--- config.mk ---
export PLATFORM = sky130hd
export DESIGN_NAME = fir_stream_driver
export DESIGN_NICKNAME = d
export VERILOG_FILES = /design/src/rtl/fir_pkg.sv /design/src/rtl/fir_sample_fifo.sv /design/src/rtl/fir_stream_driver.sv
export SDC_FILE = /design/constraint.sdc
export NUM_CORES = 1
export LEC_CHECK = 0
export CAP_MARGIN = 25
export CORE_MARGIN = 3
export CORE_UTILIZATION = 28
export CTS_BUF_LIST = sky130_fd_sc_hd__clkbuf_8 sky130_fd_sc_hd__clkbuf_16
export DETAILED_ROUTE_END_ITERATION = 10
export PLACE_DENSITY = 0.42
export SLEW_MARGIN = 20
export SYNTH_ARGS = -nofsm -noshare
export SYNTH_HDL_FRONTEND = slang
export SYNTH_HIERARCHICAL = 1
export SYNTH_SLANG_ARGS = --single-unit
--- constraint.sdc ---
create_clock -name clk -period 3.6 [get_ports clk]
set_input_delay 0.72 -clock clk [delete_from_list [all_inputs] [get_ports clk]]
set_output_delay 0.72 -clock clk [all_outputs]
set_load 0.005 [all_outputs]
--- src/rtl/fir_pkg.sv ---
// Shared definitions for the FIR stream driver: default sizes, FSM encoding
// and the coefficient sign-extension helper.
package fir_pkg;

  localparam int TAP_SIZE_DEF     = 6;
  localparam int NBR_OF_TAPS_DEF  = 3;
  localparam int X_N_SIZE_DEF     = 8;
  localparam int FIFO_DEPTH_DEF   = 4;
  localparam int SETUP_CYCLES_DEF = 4;

  typedef enum logic [2:0] {
    ST_WAIT_SETUP   = 3'd0,
    ST_IDLE         = 3'd1,
    ST_COEF_COLLECT = 3'd2,
    ST_COEF_PLAY    = 3'd3,
    ST_GAP          = 3'd4,
    ST_PRIME        = 3'd5,
    ST_STREAM       = 3'd6
  } fir_state_e;

  // Replicates bit (width-1) of val into every bit above it.
  function automatic logic [31:0] sign_ext(input logic [31:0] val, input logic [5:0] width);
    logic [31:0] upper;
    logic        sgn;
    upper = 32'hFFFF_FFFF << width;
    sgn   = |(val & (32'd1 << (width - 6'd1)));
    if (sgn) begin
      return val | upper;
    end else begin
      return val & ~upper;
    end
  endfunction

endpackage

--- src/rtl/fir_sample_fifo.sv ---
// Synchronous sample FIFO; pointers wrap naturally because DEPTH is a power of 2.
module fir_sample_fifo #(
  parameter int WIDTH = 8,
  parameter int DEPTH = 4
) (
  input  logic             clk_i,
  input  logic             rst_ni,
  input  logic             push_i,
  input  logic [WIDTH-1:0] din_i,
  input  logic             pop_i,
  output logic [WIDTH-1:0] dout_o,
  output logic             full_o,
  output logic             empty_o
);

  localparam int AW = $clog2(DEPTH);

  logic [WIDTH-1:0] mem_q [DEPTH];
  logic [AW-1:0]    wr_ptr_q;
  logic [AW-1:0]    rd_ptr_q;
  logic [AW:0]      count_q;
  logic [AW:0]      count_d;

  // Occupancy update for push, pop or both.
  always_comb begin
    count_d = count_q;
    case ({push_i, pop_i})
      2'b10:   count_d = count_q + (AW+1)'(1);
      2'b01:   count_d = count_q - (AW+1)'(1);
      default: count_d = count_q;
    endcase
  end

  // Pointer and occupancy registers.
  always_ff @(posedge clk_i or negedge rst_ni) begin
    if (!rst_ni) begin
      wr_ptr_q <= '0;
      rd_ptr_q <= '0;
      count_q  <= '0;
    end else begin
      if (push_i) wr_ptr_q <= wr_ptr_q + AW'(1);
      if (pop_i)  rd_ptr_q <= rd_ptr_q + AW'(1);
      count_q <= count_d;
    end
  end

  // Storage needs no reset: emptiness is tracked by the pointers.
  always_ff @(posedge clk_i) begin
    if (push_i) mem_q[wr_ptr_q] <= din_i;
  end

  assign dout_o  = mem_q[rd_ptr_q];
  assign full_o  = (count_q == (AW+1)'(DEPTH));
  assign empty_o = (count_q == '0);

endmodule

--- src/rtl/fir_stream_driver.sv ---
// Host-to-FIR driver: collects and replays coefficient sets, queues samples and
// streams them to the FIR with zero-fill on underrun. Outputs except host_ready are registered.
module fir_stream_driver
  import fir_pkg::*;
#(
  parameter int TAP_SIZE     = TAP_SIZE_DEF,
  parameter int NBR_OF_TAPS  = NBR_OF_TAPS_DEF,
  parameter int X_N_SIZE     = X_N_SIZE_DEF,
  parameter int FIFO_DEPTH   = FIFO_DEPTH_DEF,
  parameter int SETUP_CYCLES = SETUP_CYCLES_DEF
) (
  input  logic                clk,
  input  logic                reset_n,
  input  logic [X_N_SIZE-1:0] host_data,
  input  logic                host_cmd,
  input  logic                host_valid,
  output logic                host_ready,
  input  logic                stream_en,
  output logic [X_N_SIZE-1:0] fir_x_n,
  output logic                fir_tvalid,
  output logic                fir_set_coeffs,
  output logic                coef_loaded,
  output logic [7:0]          underrun_cnt
);

  localparam int SW = $clog2(SETUP_CYCLES + 1);
  localparam int IW = $clog2(NBR_OF_TAPS + 1);
  localparam logic [SW-1:0] SETUP_LAST = SW'(SETUP_CYCLES - 1);
  localparam logic [IW-1:0] LAST_IDX   = IW'(NBR_OF_TAPS - 1);
  localparam logic [IW-1:0] PLAY_END   = IW'(NBR_OF_TAPS);

  fir_state_e          state_q, state_d;
  logic [SW-1:0]       setup_q, setup_d;
  logic [IW-1:0]       idx_q, idx_d;
  logic [TAP_SIZE-1:0] coef_q [NBR_OF_TAPS];
  logic [TAP_SIZE-1:0] coef_d [NBR_OF_TAPS];
  logic [X_N_SIZE-1:0] x_n_q, x_n_d;
  logic                tvalid_q, tvalid_d;
  logic                set_q, set_d;
  logic                loaded_q, loaded_d;
  logic [7:0]          ur_q, ur_d;

  logic                ready_s, coef_acc_s, push_s, pop_s;
  logic                fifo_full_s, fifo_empty_s;
  logic [X_N_SIZE-1:0] fifo_dout_s;
  logic [IW-1:0]       sel_s;

  // Acceptance depends on the byte kind: samples need FIFO room, coefficients an idle FSM.
  always_comb begin
    if (host_cmd) begin
      ready_s = (state_q == ST_IDLE) || (state_q == ST_COEF_COLLECT);
    end else begin
      ready_s = !fifo_full_s && (state_q != ST_WAIT_SETUP);
    end
  end

  assign coef_acc_s = host_valid && ready_s && host_cmd;
  assign push_s     = host_valid && ready_s && !host_cmd;
  assign sel_s      = LAST_IDX - idx_q;

  fir_sample_fifo #(
    .WIDTH (X_N_SIZE),
    .DEPTH (FIFO_DEPTH)
  ) u_fifo (
    .clk_i   (clk),
    .rst_ni  (reset_n),
    .push_i  (push_s),
    .din_i   (host_data),
    .pop_i   (pop_s),
    .dout_o  (fifo_dout_s),
    .full_o  (fifo_full_s),
    .empty_o (fifo_empty_s)
  );

  // Next state and next output values; outputs are computed for the state being entered.
  always_comb begin
    state_d  = state_q;
    setup_d  = setup_q;
    idx_d    = idx_q;
    coef_d   = coef_q;
    x_n_d    = '0;
    tvalid_d = 1'b0;
    set_d    = 1'b0;
    loaded_d = loaded_q;
    ur_d     = ur_q;
    pop_s    = 1'b0;
    case (state_q)
      ST_WAIT_SETUP: begin
        if (setup_q == SETUP_LAST) begin
          state_d = ST_IDLE;
        end else begin
          setup_d = setup_q + SW'(1);
        end
      end
      ST_IDLE: begin
        if (coef_acc_s) begin
          coef_d[0] = host_data[TAP_SIZE-1:0];
          idx_d     = IW'(1);
          state_d   = ST_COEF_COLLECT;
        end else if (stream_en && !fifo_empty_s) begin
          tvalid_d = 1'b1;
          state_d  = ST_PRIME;
        end else begin
          state_d = ST_IDLE;
        end
      end
      ST_COEF_COLLECT: begin
        if (coef_acc_s) begin
          coef_d[idx_q] = host_data[TAP_SIZE-1:0];
          if (idx_q == LAST_IDX) begin
            idx_d   = '0;
            set_d   = 1'b1;
            state_d = ST_COEF_PLAY;
          end else begin
            idx_d = idx_q + IW'(1);
          end
        end else begin
          state_d = ST_COEF_COLLECT;
        end
      end
      // idx_q is the play cycle now on the outputs; the next one carries c(N-1-idx).
      ST_COEF_PLAY: begin
        if (idx_q == PLAY_END) begin
          loaded_d = 1'b1;
          state_d  = ST_GAP;
        end else begin
          idx_d = idx_q + IW'(1);
          set_d = 1'b1;
          x_n_d = X_N_SIZE'(sign_ext(32'(coef_q[sel_s]), 6'(TAP_SIZE)));
        end
      end
      ST_GAP: begin
        state_d = ST_IDLE;
      end
      ST_PRIME, ST_STREAM: begin
        if (!fifo_empty_s) begin
          pop_s    = 1'b1;
          x_n_d    = fifo_dout_s;
          tvalid_d = 1'b1;
          state_d  = ST_STREAM;
        end else if (stream_en) begin
          tvalid_d = 1'b1;
          ur_d     = (ur_q == 8'hFF) ? ur_q : ur_q + 8'd1;
          state_d  = ST_STREAM;
        end else begin
          state_d = ST_IDLE;
        end
      end
      default: begin
        state_d = ST_WAIT_SETUP;
      end
    endcase
  end

  // State, counters, coefficient store and registered outputs.
  always_ff @(posedge clk or negedge reset_n) begin
    if (!reset_n) begin
      state_q  <= ST_WAIT_SETUP;
      setup_q  <= '0;
      idx_q    <= '0;
      for (int i = 0; i < NBR_OF_TAPS; i++) coef_q[i] <= '0;
      x_n_q    <= '0;
      tvalid_q <= 1'b0;
      set_q    <= 1'b0;
      loaded_q <= 1'b0;
      ur_q     <= 8'd0;
    end else begin
      state_q  <= state_d;
      setup_q  <= setup_d;
      idx_q    <= idx_d;
      coef_q   <= coef_d;
      x_n_q    <= x_n_d;
      tvalid_q <= tvalid_d;
      set_q    <= set_d;
      loaded_q <= loaded_d;
      ur_q     <= ur_d;
    end
  end

  assign host_ready     = ready_s;
  assign fir_x_n        = x_n_q;
  assign fir_tvalid     = tvalid_q;
  assign fir_set_coeffs = set_q;
  assign coef_loaded    = loaded_q;
  assign underrun_cnt   = ur_q;

endmodule

==> Word level (Yosys, flattened, before mapping) <==
Memory sizes are Yosys's and may differ from the RTL's.
Index checks and enable logic that the tools add are counted.
{ "word_totals": {"register_bits": 52, "ramBits": 32, "input_bits": 13, "output_inout_bits": 20, "elab_cells": 115, "n_memories": 1} }
{ "op_classes": {"n_addsub": 8, "n_lt_le_gt_ge": 3, "n_eq_ne": 19, "muxes": 42, "bitwise_logic": 4, "n_reduce_logical": 24} }
{ "mem_list": {"columns": ["name", "depth", "width", "read_ports", "rd_ports_with_merged_regs", "write_ports", "line", "rtl"], "rows": [
  ["u_fifo.mem_q", 4, 8, 1, 0, 1, "fir_sample_fifo.sv:18", "logic [WIDTH-1:0] mem_q [DEPTH];"]
]} }
{ "ops": {"columns": ["operator", "count"], "rows": [
  ["3-bit 2-to-1 mux", 8],
  ["6-bit 2-to-1 mux", 4],
  ["8-bit 2-to-1 mux", 3],
  ["18-bit bitwise mux", 1],
  ["18-bit 2-to-1 mux", 1],
  ["3-bit one-hot mux with 6 select lines", 1],
  ["8-bit one-hot mux with 2 select lines", 1],
  ["6-bit binary-select mux with 2-bit select", 1],
  ["6-bit demux with 2-bit select", 1],
  ["3-bit == test (second input constant)", 4],
  ["1-bit 2-to-1 mux", 12],
  ["6-bit one-hot mux with 2 select lines", 1],
  ["2-bit != test (second input constant)", 5],
  ["3-bit by 2-bit == test with 1-bit output (second input constant)", 3],
  ["8-bit by 1-bit adder with 8-bit output (second input constant)", 1],
  ["8-bit == test (second input constant)", 1],
  ["2-bit 2-to-1 mux", 4],
  ["4-bit AND reduction", 2],
  ["2-bit by 1-bit adder with 2-bit output (second input constant)", 3],
  ["3-bit by 1-bit adder with 3-bit output (second input constant)", 2],
  ["2-bit == test (second input constant)", 3],
  ["3-bit >= comparator (second input constant)", 2],
  ["1-bit logical AND", 6],
  ["3-bit zero test", 2],
  ["other kinds (18)", 28]
]} }

==> Logic depth before layout (Yosys ltp) <==
{ "logic_depth": {"ltp_word": 8, "depth_mapped": 12, "depth_no_buf": 12} }

==> Cells and area by module <==
Netlist, hierarchy kept.
{ "modules_own_cells": {"columns": ["module", "instances", "cells_per_inst", "area_per_inst_um2"], "rows": [
  ["fir_stream_driver", 1, 196, 2290.9],
  ["fir_sample_fifo", 1, 78, 1552.7]
]} }

==> Least setup slack after synthesis <==
No wires, ideal clock.
{ "synth_path": {"path_type": "reg2reg", "startpoint": "register state_q[0]", "endpoint": "register u_fifo.count_q[2]", "setup_time_ns": 0.079, "arrival_time_ns": 2.132, "path_slack_ns": 1.389, "path_stages_with_launch": 10, "synth_period_minus_slack_ns": 2.211, "cell_sequence": "dfrtp_1 buf_6 xor2_4 nor3b_4 ha_1 inv_1 fa_1 xor2_1 nor2_1 xor2_1"} }
{ "synth_rtl": {"columns": ["element", "line", "rtl"], "rows": [
  ["from (decl)", "fir_stream_driver.sv:32", "fir_state_e state_q, state_d;"],
  ["from (signal assigned)", "fir_stream_driver.sv:168", "state_q <= state_d;"],
  ["3-bit == test", "fir_stream_driver.sv:87", "case (state_q)"],
  ["2-bit OR reduction *", "fir_stream_driver.sv:87", null],
  ["1-bit 2-to-1 mux *", "fir_stream_driver.sv:87", null],
  ["via pop_s", "fir_stream_driver.sv:43", "logic ready_s, coef_acc_s, push_s, pop_s;"],
  ["2-bit by 1-bit == test with 1-bit output / 2-bit == test (equally long branches)", "fir_sample_fifo.sv:27", "case ({push_i, pop_i})"],
  ["3-bit one-hot mux with 2 select lines / 2-bit nonzero test (equally long branches)", null, null],
  ["to (signal assigned)", "fir_sample_fifo.sv:43", "count_q <= count_d;"],
  ["to (decl)", "fir_sample_fifo.sv:21", "logic [AW:0] count_q;"]
]} }
Mark *: on every way through the listed nets, which the timed path passes. The rest lies on a longest branch.
A chain may end at the register's enable or synchronous reset.

==> Worst setup path in the final report <==
{ "layout_path": {"startpoint": "register state_q[0]", "endpoint": "output port host_ready"} }
{ "layout_via": {"elab_chain_len": 3} }
{ "layout_rtl": {"columns": ["element", "line", "rtl"], "rows": [
  ["3-bit by 1-bit == test with 1-bit output, or another cell as far along", "fir_stream_driver.sv:51", "ready_s = (state_q == ST_IDLE) || (state_q == ST_COEF_COLLECT);"],
  ["1-bit logical OR / 1-bit logical AND (equally long branches)", "fir_stream_driver.sv:51, fir_stream_driver.sv:53", null],
  ["1-bit 2-to-1 mux *", "fir_stream_driver.sv:50", "if (host_cmd) begin"],
  ["to (decl)", "fir_stream_driver.sv:17", "output logic host_ready,"]
]} }
Every way passes the cells marked *; elsewhere a longest branch is shown, timed or not.

==> results.cfg <==
[outcome]
status = completed

[placement]
pre_cts_ws_ns = 0.8225
numPortBuffers = 32
dpl.hpwl_um = 5384
gp_congestion = 0.7062

[route]
drt_iter0_drc = 166
drc = 0
route.detailed.wl_per_inst_um = 15.96
routed_via_density = 4.501
ant_nets = 0
vias = 2210
drtPass1Iterations = 4
wirelength_um = 7836

[worst_setup_path]
critPathMaxStageDelay_ns = 0.80
crit_chain = nand2_1 > a31oi_1 > nor2_1 > clkdlybuf4s50_1
cp-end-kind = output pin
cp.arrival_ns = 2.10
worst_path_dominant_cell_family = flip-flops
cp_num_buf_inv = 1
startpoint_type = flip-flop
cp_max_fo = 18
cp_slowest_cell = dfrtp_1
setup.worst_path.class = flip-flop to output pin
cp.required_ns = 2.88

[min_path]
hold_path_class = primary input to async pin

[global_routing]
grt_pass1_vias = 2329
track_usage_pct = 11.31
antenna_found_initial = 0
grt.overflow.total = 0
grt_start_max_net_pins = 34
grt_first_pass_wirelength_um = 12760

[clocking]
clk_pin_slew_ns = 0.06
cts_tree = built
postCtsResizedCells = 0
cts_max_level = 3
numClockSinks = 84
cts_made_buffers = 9
cts_setup_buffers = 0
ctsHoldBuffers = 0
clkLatencyLatePin_ns = 0.33
clock_path_buffers = 2
root_buffer = clkbuf_16

[yosys]
yosys_register_bits = 84
yosys.area.top_type = dfrtp_1
ys_top_cells_by_count = 52 x dfrtp_1, 32 x edfxtp_1, 22 x mux2_2
syn_nets = 302
yosysMostFrequentCell = dfrtp_1
synthesis.area_um2 = 3844
yosysWarnings = 6
synth.top_cell.area_share_pct = 33.85
synth_cell_types = 45
synth-main-ff-cell = dfrtp_1
synthArstFlopShare_pct = 61.90
synth_edf_count = 32
ys_seq_area_share_pct = 58.85
synthCells = 274
synth_area_leaders = dfrtp_1 34%, edfxtp_1 25%, mux2_2 6.4%
syn_avg_cell_area_um2 = 14.03

[sta]
min_period_over_period_pct = 78.24
fmax_ghz = 0.3550
worst_pin_slew_ns = 0.8584
hold_viol = 0
setup_violations = 0
period_minus_slack_ns = 2.817
skew_ns = 0.005417
slew_viol_final = 0
slew_headroom_pct = 42.33
finalSetupTns_ns = 0
rsz0062_at_grt = no
setup_slack_ns = 0.7833

[power_and_ir_drop]
switching_power_mw = 1.171
power_density_nw_per_um2 = 773.1
internal_power_mw = 2.385
seq_power_share_pct = 44.1
p_comb_share_pct = 32.5
max-vdd-ir-drop_mv = 0.2348
power_frac_clock_pct = 23.4
swShare_pct = 32.92
static-leakage-power_nw = 1.882

[floorplan]
fp.dieH_um = 123.2
initial_core_util_pct = 28.80
io_pins = 33
fp.dieW_um = 123.2
die_area_um2 = 15170
placement_rows = 42
core_area_um2 = 13350

[final_layout]
drive_above_1_share_pct = 18.41
antenna_cells = 0
area_delta_synth_final_pct = 19.66
nFillCells = 1341
fin_nets = 338

[flow_run]
drv_cap = 0
## worst paths after layout
| check | to | cells after the start | slack [ns] | start |
|---|---|---|---|---|
| min | coef_q[10] | 1 | 0.33 | reset_n |
| min reg2reg | coef_loaded | 1 | 0.46 | coef_loaded |
| max | host_ready | 4 | 0.78 | state_q[0] |
| min in group clk | coef_loaded | 1 | 0.46 | coef_loaded |
| max in group asynchronous | state_q[0] | 2 | 2.47 | reset_n |
| max reg2reg | u_fifo/count_q[2] | 8 | 1.09 | state_q[0] |
## routing by layer
layer	vias up	GRT usage, %	part of all wire, %
met5	-	0	0
met4	0	5.606	2.2
met3	11	2.059	2.5
met2	34	17.91	49
met1	1109	14.91	47
li1	1056	-	-
## sequential cells by signal (all words and copies together), names as in the netlist
name,count
u_fifo/mem_q,32
coef_q,18
fir_x_n,8
underrun_cnt,8
setup_q,3
state_q,3
u_fifo/count_q,3
idx_q,2
u_fifo/rd_ptr_q,2
u_fifo/wr_ptr_q,2
coef_loaded,1
fir_set_coeffs,1
fir_tvalid,1
## metrics by stage
step	cell area (um^2)	hold slack, ns	utilization [%]	power [mW]	instances
6_report	4599	0.3258	34.46	3.556	491
5_1_grt	4599	0.3466	34.46	3.827	491
4_1_cts	4599	0.3352	34.46	3.617	491
3_5_place_dp	4333	0.4560	32.46	2.768	475
3_3_place_gp	4333	0.4496	32.46	2.754	475
2_1_floorplan	3844	0.4244	-	2.374	274
## logic make-up after synthesis
| group | share of synthesized area, % |
|---|---|
| and+or+nand+nor | 11.23 |
| xor gates and xnor gates | 3.223 |
| buffers and inverters | 3.060 |
| AOI/OAI and AO/OA | 4.753 |
| DFF | 58.85 |
| adders and majority gates | 5.078 |
| muxes | 13.80 |
## power by group through the flow
stage	Clock (mW)	Combinational, mW	Sequential [mW]
2_1_floorplan	0	0.957	1.42
3_3_place_gp	0	1.17	1.59
3_5_place_dp	0	1.18	1.59
4_1_cts	0.864	1.18	1.57
5_1_grt	0.906	1.30	1.62
6_report	0.831	1.15	1.57
## placed cells by master (no fill, tap or decap), types with 2 or more instances in the layout
master / instances
ha_1: 14
xnor2_1: 3
nand3_1: 6
clkbuf_16: 9
and3_1: 3
clkdlybuf4s50_1: 31
a22o_1: 5
and2_1: 7
inv_1: 14
a21oi_1: 5
a31oi_1: 3
nor2b_1: 2
edfxtp_1: 32
xor2_1: 8
mux2_1: 2
nand4_1: 2
nor3_1: 4
mux2_2: 22
nand2b_1: 4
nand2_1: 21
nor3_2: 3
buf_4: 4
o21ai_0: 11
nand4b_1: 2
mux2i_1: 8
mux4_2: 8
nor2_1: 10
dfrtp_1: 52
## final cells by class
cell class | instances | area (um^2) | share of cell area, %
inverter | 11 | 41.29 | 0.8977
tap | 176 | 220.2 | 4.788
clock buffer | 10 | 239.0 | 5.196
clock inverter | 6 | 27.53 | 0.5985
timing repair buffer | 36 | 345.3 | 7.508
multi-input combinational | 168 | 1464 | 31.83
sequential | 84 | 2262 | 49.18
Note: power is estimated with default switching activity, not from simulation.
